==> src/rtl/nibble_serial_adder.sv <==
// nibble_serial_adder -- bit-serial-by-nibble adder.
//   Accepts one operand set (a, b, cin) on an in_valid/in_ready handshake,
//   then ripples one 4-bit slice per clock for WIDTH/4 clocks. The result
//   (sum, carry, ovf) is presented with out_valid and held until out_ready.
// Ports:
//   clk, rst       clock, synchronous active-high reset
//   in_valid/ready operand handshake (in_ready only in IDLE)
//   a, b, cin      operands and carry-in, latched on acceptance
//   out_valid/ready result handshake (out_valid only in DONE)
//   sum, carry     a+b+cin modulo 2^WIDTH, carry out of MSB
//   ovf            signed overflow (carry into MSB ^ carry out of MSB)
//   busy           high while slices are being computed

// One 4-bit ripple slice; also exposes the carry into bit 3 so the top
// can form the signed-overflow flag on the most significant slice.
module nsa_slice (
  input  logic [3:0] a,
  input  logic [3:0] b,
  input  logic       ci,
  output logic [3:0] s,
  output logic       co,
  output logic       c3
);
  logic [3:0] lo;
  logic [4:0] full;

  assign lo   = {1'b0, a[2:0]} + {1'b0, b[2:0]} + {3'b000, ci};
  assign full = {1'b0, a} + {1'b0, b} + {4'b0000, ci};
  assign c3   = lo[3];
  assign s    = full[3:0];
  assign co   = full[4];
endmodule

module nibble_serial_adder #(
  parameter int WIDTH = 16
) (
  input  logic             clk,
  input  logic             rst,
  input  logic             in_valid,
  output logic             in_ready,
  input  logic [WIDTH-1:0] a,
  input  logic [WIDTH-1:0] b,
  input  logic             cin,
  output logic             out_valid,
  input  logic             out_ready,
  output logic [WIDTH-1:0] sum,
  output logic             carry,
  output logic             ovf,
  output logic             busy
);
  localparam int NIB = WIDTH / 4;
  localparam int KW  = (NIB > 1) ? $clog2(NIB) : 1;

  typedef enum logic [1:0] {IDLE, RUN, DONE} state_t;

  state_t              state, state_nx;
  logic [NIB-1:0][3:0] a_r, b_r, sum_r;
  logic                creg;
  logic [KW-1:0]       k;
  logic [3:0]          s_nib;
  logic                c_out, c_msb;
  logic                last, accept;

  assign last   = (k == KW'(NIB - 1));
  assign accept = in_valid && (state == IDLE);

  nsa_slice u_slice (
    .a  (a_r[k]),
    .b  (b_r[k]),
    .ci (creg),
    .s  (s_nib),
    .co (c_out),
    .c3 (c_msb)
  );

  // State register
  always_ff @(posedge clk) begin
    if (rst) state <= IDLE;
    else     state <= state_nx;
  end

  // Next state: RUN never stalls; DONE waits only on out_ready
  always_comb begin
    state_nx = state;
    case (state)
      IDLE:    if (in_valid)  state_nx = RUN;
      RUN:     if (last)      state_nx = DONE;
      DONE:    if (out_ready) state_nx = IDLE;
      default:                state_nx = IDLE;
    endcase
  end

  // Handshake / status outputs are pure functions of state, so in_ready
  // stays low in the DONE cycle regardless of out_ready.
  always_comb begin
    in_ready  = 1'b0;
    out_valid = 1'b0;
    busy      = 1'b0;
    case (state)
      IDLE:    in_ready  = 1'b1;
      RUN:     busy      = 1'b1;
      DONE:    out_valid = 1'b1;
      default: ;
    endcase
  end

  // Datapath. Operand registers need no reset: they are always loaded on
  // acceptance before being used.
  always_ff @(posedge clk) begin
    if (rst) begin
      k     <= '0;
      creg  <= 1'b0;
      sum_r <= '0;
      carry <= 1'b0;
      ovf   <= 1'b0;
    end else if (accept) begin
      a_r   <= a;
      b_r   <= b;
      creg  <= cin;
      k     <= '0;
      sum_r <= '0;
    end else if (state == RUN) begin
      sum_r[k] <= s_nib;
      creg     <= c_out;
      k        <= k + 1'b1;
      if (last) begin
        carry <= c_out;
        ovf   <= c_msb ^ c_out;
      end
    end
  end

  assign sum = sum_r;
endmodule

==> config.mk <==
export PLATFORM = sky130hd
export DESIGN_NAME = nibble_serial_adder
export DESIGN_NICKNAME = d
export VERILOG_FILES = /design/src/rtl/nibble_serial_adder.sv
export SDC_FILE = /design/constraint.sdc
export NUM_CORES = 1
export LEC_CHECK = 0
export ABC_AREA = 1
export BUFFER_PORTS_ARGS = -buffer_cell sky130_fd_sc_hd__clkbuf_2
export CAP_MARGIN = 20
export CORE_ASPECT_RATIO = 1.4
export CORE_MARGIN = 5
export CORE_UTILIZATION = 40
export DETAILED_ROUTE_END_ITERATION = 10
export PLACE_DENSITY = 0.71
export SLEW_MARGIN = 10
export SYNTH_ARGS = -nofsm -noshare
export SYNTH_HDL_FRONTEND = slang
export SYNTH_SLANG_ARGS = --single-unit
==> constraint.sdc <==
create_clock -name clk -period 3.35 [get_ports clk]
set_clock_uncertainty 0.2 [all_clocks]
set_input_delay 0.5025 -clock clk [delete_from_list [all_inputs] [get_ports clk]]
set_output_delay 0.5025 -clock clk [all_outputs]
set_load 0.02 [all_outputs]
# [Yosys cells after proc, flatten, opt, wreduce, memory -nomap -nowiden]
# Index checks and enable logic that the tools add are counted.
[op_classes] addsub=5 n_lt_le_gt_ge=2 n_eq_ne=6 n_mux=16 bitwise_logic=3 n_reduce_logical=8
[op_table] cell="$bmux W4 S2" n=2
[op_table] cell="$bwmux W16" n=1
[op_table] cell="$mux W4" n=3
[op_table] cell="$demux W4 S2" n=1
[op_table] cell="$mux W2" n=3
[op_table] cell="$ne A2 B2 Y1 const B" n=3
[op_table] cell="$pmux W2 S3" n=1
[op_table] cell="$reduce_and A3 Y1" n=2
[op_table] cell="$add A4 B4 Y5" n=1
[op_table] cell="$add A5 B1 Y5" n=1
[op_table] cell="$mux W1" n=5
[op_table] cell="$add A3 B3 Y4" n=1
[op_table] cell="$add A4 B1 Y4" n=1
[op_table] cell="$eq A2 B2 Y1 const B" n=2
[op_table] cell="$lt A2 B3 Y1 const B" n=1
[op_table] cell="$add A2 B1 Y2 const B" n=1
[op_table] cell="$eq A2 B1 Y1 const B" n=1
[op_table] cell="$ge A2 B1 Y1 const B" n=1
[op_table] cell="$logic_and A1 B1 Y1" n=2
[op_table] cell="$logic_not A2 Y1" n=1
[op_table] cell="$not A1 Y1" n=2
[op_table] cell="$reduce_and A2 Y1" n=1
[op_table] cell="$reduce_bool A2 Y1" n=1
[op_table] cell="$reduce_or A2 Y1" n=1
[op_table] cell="$xor A1 B1 Y1" n=1
[word_totals] regBits=55 inputBits=37 elab_cells=57

# [Logic depth before layout (Yosys ltp)]
[depth] word_depth=6 mapped_depth=14

# [By module]
# Synthesis repeated with hierarchy kept, for this count alone.
[unflattened] hier_cells=229 area_unflattened_um2=2338.5
[by_module_without_submodules] mod="nibble_serial_adder" instances=1 cells_per_inst=209 area_per_inst_um2=2190.9 seq_area_each_um2=1421.4
[by_module_without_submodules] mod="nsa_slice" instances=1 cells_per_inst=20 area_per_inst_um2=147.6 seq_area_each_um2=0.0

# [Worst setup path after synthesis]
# No wires, ideal clock.
[synth_timing] kind="reg-to-reg" startpoint="reg state[0]" endpoint="reg a_r[0] (netlist name), enable pin" setup_time_ps=421 arrival_time_ps=2107 required_time_ps=2729 path_slack_ps=622 path_stages_with_launch=4 n_path_buf=0 period_less_slack_ps=2728 cell_sequence="dfxtp_1 -> nor2_2 -> nand2_2 -> nor2_1"
[synth_between] elab_chain_cells=3
[synth_lines] element="start, declared" line="56" rtl="state_t state, state_nx;"
[synth_lines] element="start signal, assigned" line="79" rtl="else state <= state_nx;"
[synth_lines] element="$logic_not A2 Y1" line="65" rtl="assign accept = in_valid && (state == IDLE);"
[synth_lines] element="$logic_and A1 B1 Y1" line="65"
[synth_lines] element="$reduce_and A2 Y1 (no source line)"
[synth_lines] element="end signal, assigned" line="117" rtl="a_r <= a;"
[synth_lines] element="end, declared" line="57" rtl="logic [NIB-1:0][3:0] a_r, b_r, sum_r;"
# Every way passes these cells.
# A chain may end at the register's enable or synchronous reset.

# [Worst setup path after layout]
[layout_timing] startpoint="reg k[0]" endpoint="reg ovf"
[layout_between] elab_chain_cells=5 word_cells_on_any_way=11 cone_classes="4 x add/sub; 1 x eq/ne; 4 x mux; 1 x bitwise; 1 x reduce/logical"
[layout_lines] element="start, declared" line="59" rtl="logic [KW-1:0] k;"
[layout_lines] element="start signal, assigned" line="125" rtl="k <= k + 1'b1;"
[layout_lines] element="$bmux W4 S2, on equally long branches" line="68, 69"
[layout_lines] element="$mux W4, on equally long branches" line="68, 69"
[layout_lines] element="$add A4 B4 Y5 or $add A3 B3 Y4 (tied branches)" line="28, 27"
[layout_lines] element="$add A5 B1 Y5 or $add A4 B1 Y4 (tied branches)" line="28, 27"
[layout_lines] element="$xor A1 B1 Y1" line="128" rtl="ovf <= c_msb ^ c_out;"
[layout_lines] element="end signal, assigned" line="128"
[layout_lines] element="end, declared" line="48" rtl="output logic ovf,"
# Several ways; a longest one is shown, not always the timed one. The select of a mux whose other input is x is not followed.

==> flow_metrics.py <==
metrics = {
    "sta": {
        "finalCritPeriodShare": 0.810,
        "rsz0062_at_grt": "false",
        "max_freq_ghz": 0.368,
        "drv_slew": 0,
        "period_minus_slack_ns": 2.71,
        "finalSetupViolCount": 0,
        "slew_headroom": 0.673,
        "worst_pin_slew_ns": 0.491,
        "hold_viol": 0,
        "setup_tns_ns": 0,
    },
    "logic_synthesis": {
        "synthArstFlopShare": 0,
        "synth.area.top_cells": "edfxtp_1 (41%), dfxtp_1 (20%), nand2_1 (6.5%), o21ai_0 (4.5%), inv_1 (4.0%)",
        "synth_area_leader_cell": "edfxtp_1",
        "ys_seq_elements": 55,
        "synthesis.nets": 274,
        "synth_common_cells": "nand2_1 (40), edfxtp_1 (32), inv_1 (25), dfxtp_1 (23), o21ai_0 (21)",
        "synth_cell_types": 23,
        "yosysMostFrequentCell": "nand2_1",
        "synth-seq-area-share": 0.612,
        "synthCells": 228,
        "synth-main-ff-cell": "edfxtp_1",
        "synth_edf_count": 32,
        "synth_top_area_share": 0.414,
        "synth_warnings": 0,
        "avgSynthCellArea_sq_um": 10.2,
        "synth_area_sq_um": 2320,
    },
    "route": {
        "drc_errors": 0,
        "post_drt_wl_per_cell_um": 12.3,
        "first_iter_violations": 72,
        "drt-total-wl_um": 4390,
        "ant_nets": 0,
        "dr.pass1.iters": 4,
        "vias": 1681,
        "viasPerCell": 4.71,
    },
    "setup_path": {
        "worst_ep_required_time_ns": 3.37,
        "crit_buf_inv": 3,
        "cp_num_cells": 12,
        "crit_chain": "buf_4 > inv_1 > o21ai_0 > o22ai_1 > fa_1 > fa_1 > nand3_1 > nand3_1 > nand2_1 > nand3_1 > nand2_1 > inv_1",
        "path_max_fanout": 20,
        "critPathTopFamily": "adder cells",
        "rr_worst_depth": 12,
        "cp_common_cell": "nand3_1",
        "critPathMaxStageDelay_ns": 0.44,
        "cp_slowest_cell": "fa_1",
        "cp.arrival_ns": 2.73,
        "crit_type": "flip-flop to flip-flop",
        "startpoint_type": "flip-flop",
        "crit_path_end_kind": "flip-flop",
    },
    "die": {
        "core_area_sq_um": 5570,
        "initial_utilization": 0.417,
        "die_area_sq_um": 7450,
        "rows": 32,
        "die_height_um": 100,
        "die_w_um": 74.4,
        "io_pins": 58,
    },
    "final_layout": {
        "final.fill_count": 532,
        "fin_cells": 357,
        "diodes": 0,
        "layout.nets": 334,
        "fin_area_sq_um": 2780,
        "syn2layout_area_growth_pct": 19.6,
        "final_util": 0.499,
        "drive_gt1_frac": 0.263,
    },
    "cts": {
        "path_clk_slew_ns": 0.10,
        "cts_tree": "done",
        "cts-buffers-inserted": 5,
        "cts_root_buf": "clkbuf_8",
        "cts_max_level": 2,
        "cts_resized": 0,
        "cts_setup_buffers": 0,
        "cts.sinks": 55,
        "clockBufferDepth": 2,
        "cts_hold_buf": 0,
        "clk_latency_ns": 0.30,
    },
    "pwr": {
        "peakVddDrop_uv": 337,
        "p_leak_nw": 1.18,
        "powerDensity_nw_per_um2": 488,
    },
    "placement": {
        "dp_hpwl_um": 3320,
        "gp_congestion": 0.797,
        "dpl_cell_area_sq_um": 2670,
        "dp_cells": 349,
        "port_buffers": 57,
    },
    "global_routing": {
        "grt-ovfl-total": 0,
        "grt_max_degree": 33,
        "grt_antenna_before_repair": 0,
        "grt_use_total": 0.126,
        "grt_pass1_wl_um": 7200,
        "grt_pass1_vias": 1638,
    },
    "status": {
        "status": "finished clean",
    },
    "job": {
        "maxCapViolations": 0,
    },
    "worst_hold_path": {
        "hold_path.class": "input port to flip-flop",
        "hold_depth": 1,
    },
}
stage by stage:
| stage | power (mW) | setup WS (ns) | hold WS (ns) |
|---|---|---|---|
| 4_1_cts | 1.36 | 0.625 | 0.160 |
| 6_report | 1.35 | 0.636 | 0.162 |
| 2_1_floorplan | 0.886 | 0.622 | 0.336 |
| 5_1_grt | 1.42 | 0.357 | 0.152 |
| 3_5_place_dp | 0.944 | 0.634 | 0.255 |
| 3_3_place_gp | 0.941 | 0.710 | 0.249 |
logic make-up after synthesis:
family	synth area share
compound gates	0.124
xor+xnor	0.00377
fa+ha+maj	0.0550
buf+inv	0.0598
flops	0.612
simple gates	0.145
cell usage in the layout, fill, tap and decap left out, types with 2 or more instances in the layout:
| cell | synthesis | layout |
|---|---|---|
| o22ai_1 | 8 | 8 |
| buf_4 | 0 | 2 |
| clkbuf_8 | 0 | 5 |
| nand2_1 | 40 | 40 |
| inv_1 | 25 | 25 |
| nor2_2 | 4 | 5 |
| a21oi_1 | 18 | 18 |
| fa_1 | 2 | 2 |
| ha_1 | 7 | 7 |
| o21ai_0 | 21 | 21 |
| nand3_1 | 9 | 9 |
| dfxtp_1 | 23 | 23 |
| clkbuf_2 | 0 | 57 |
| nand2_2 | 2 | 2 |
| nor2_1 | 20 | 19 |
| o21a_1 | 5 | 5 |
| edfxtp_1 | 32 | 32 |
worst paths after layout:
| check | startpoint | end | slack [ns] |
|---|---|---|---|
| worst min-delay path | b[9] | b_r[9]$_DFFE_PP_ | 0.16 |
| worst max register to register | k[0]$_SDFFE_PP0P_ | ovf$_SDFFE_PP0P_ | 0.64 |
| worst max-delay path | k[0]$_SDFFE_PP0P_ | ovf$_SDFFE_PP0P_ | 0.64 |
| worst min register to register | sum[12]$_SDFFE_PP0P_ | sum[12]$_SDFFE_PP0P_ | 0.27 |
where the power goes:
group	internal, mW	switching (mW)	total, mW
clock	0.218	0.206	0.424
sequential	0.742	0.00973	0.752
combinational	0.0639	0.113	0.177
sequential cells by signal, summed over array words and instances, names as in the netlist:
| signal | flops |
|---|---|
| ovf | 1 |
| a_r | 16 |
| sum | 16 |
| state | 2 |
| carry | 1 |
| creg | 1 |
| k | 2 |
| b_r | 16 |
per-layer routing:
layer / part of all wire / global-route usage / up-vias
met3: 0.060 / 0.0291 / 8
met2: 0.52 / 0.220 / 46
met5: 0 / 0 / -
li1: - / - / 880
met1: 0.40 / 0.145 / 747
met4: 0.018 / 0.0521 / 0
layout make-up:
type	instances	area [sq um]	share of cell area
flip-flops and latches	55	1420	0.512
multi-input cells	141	763	0.275
repair buffers	59	300	0.108
inverters	26	97.6	0.0352
well taps	68	85.1	0.0307
clock buffers	5	68.8	0.0248
clock inverters	3	38.8	0.0140
Power figures use the tool's default switching activity.
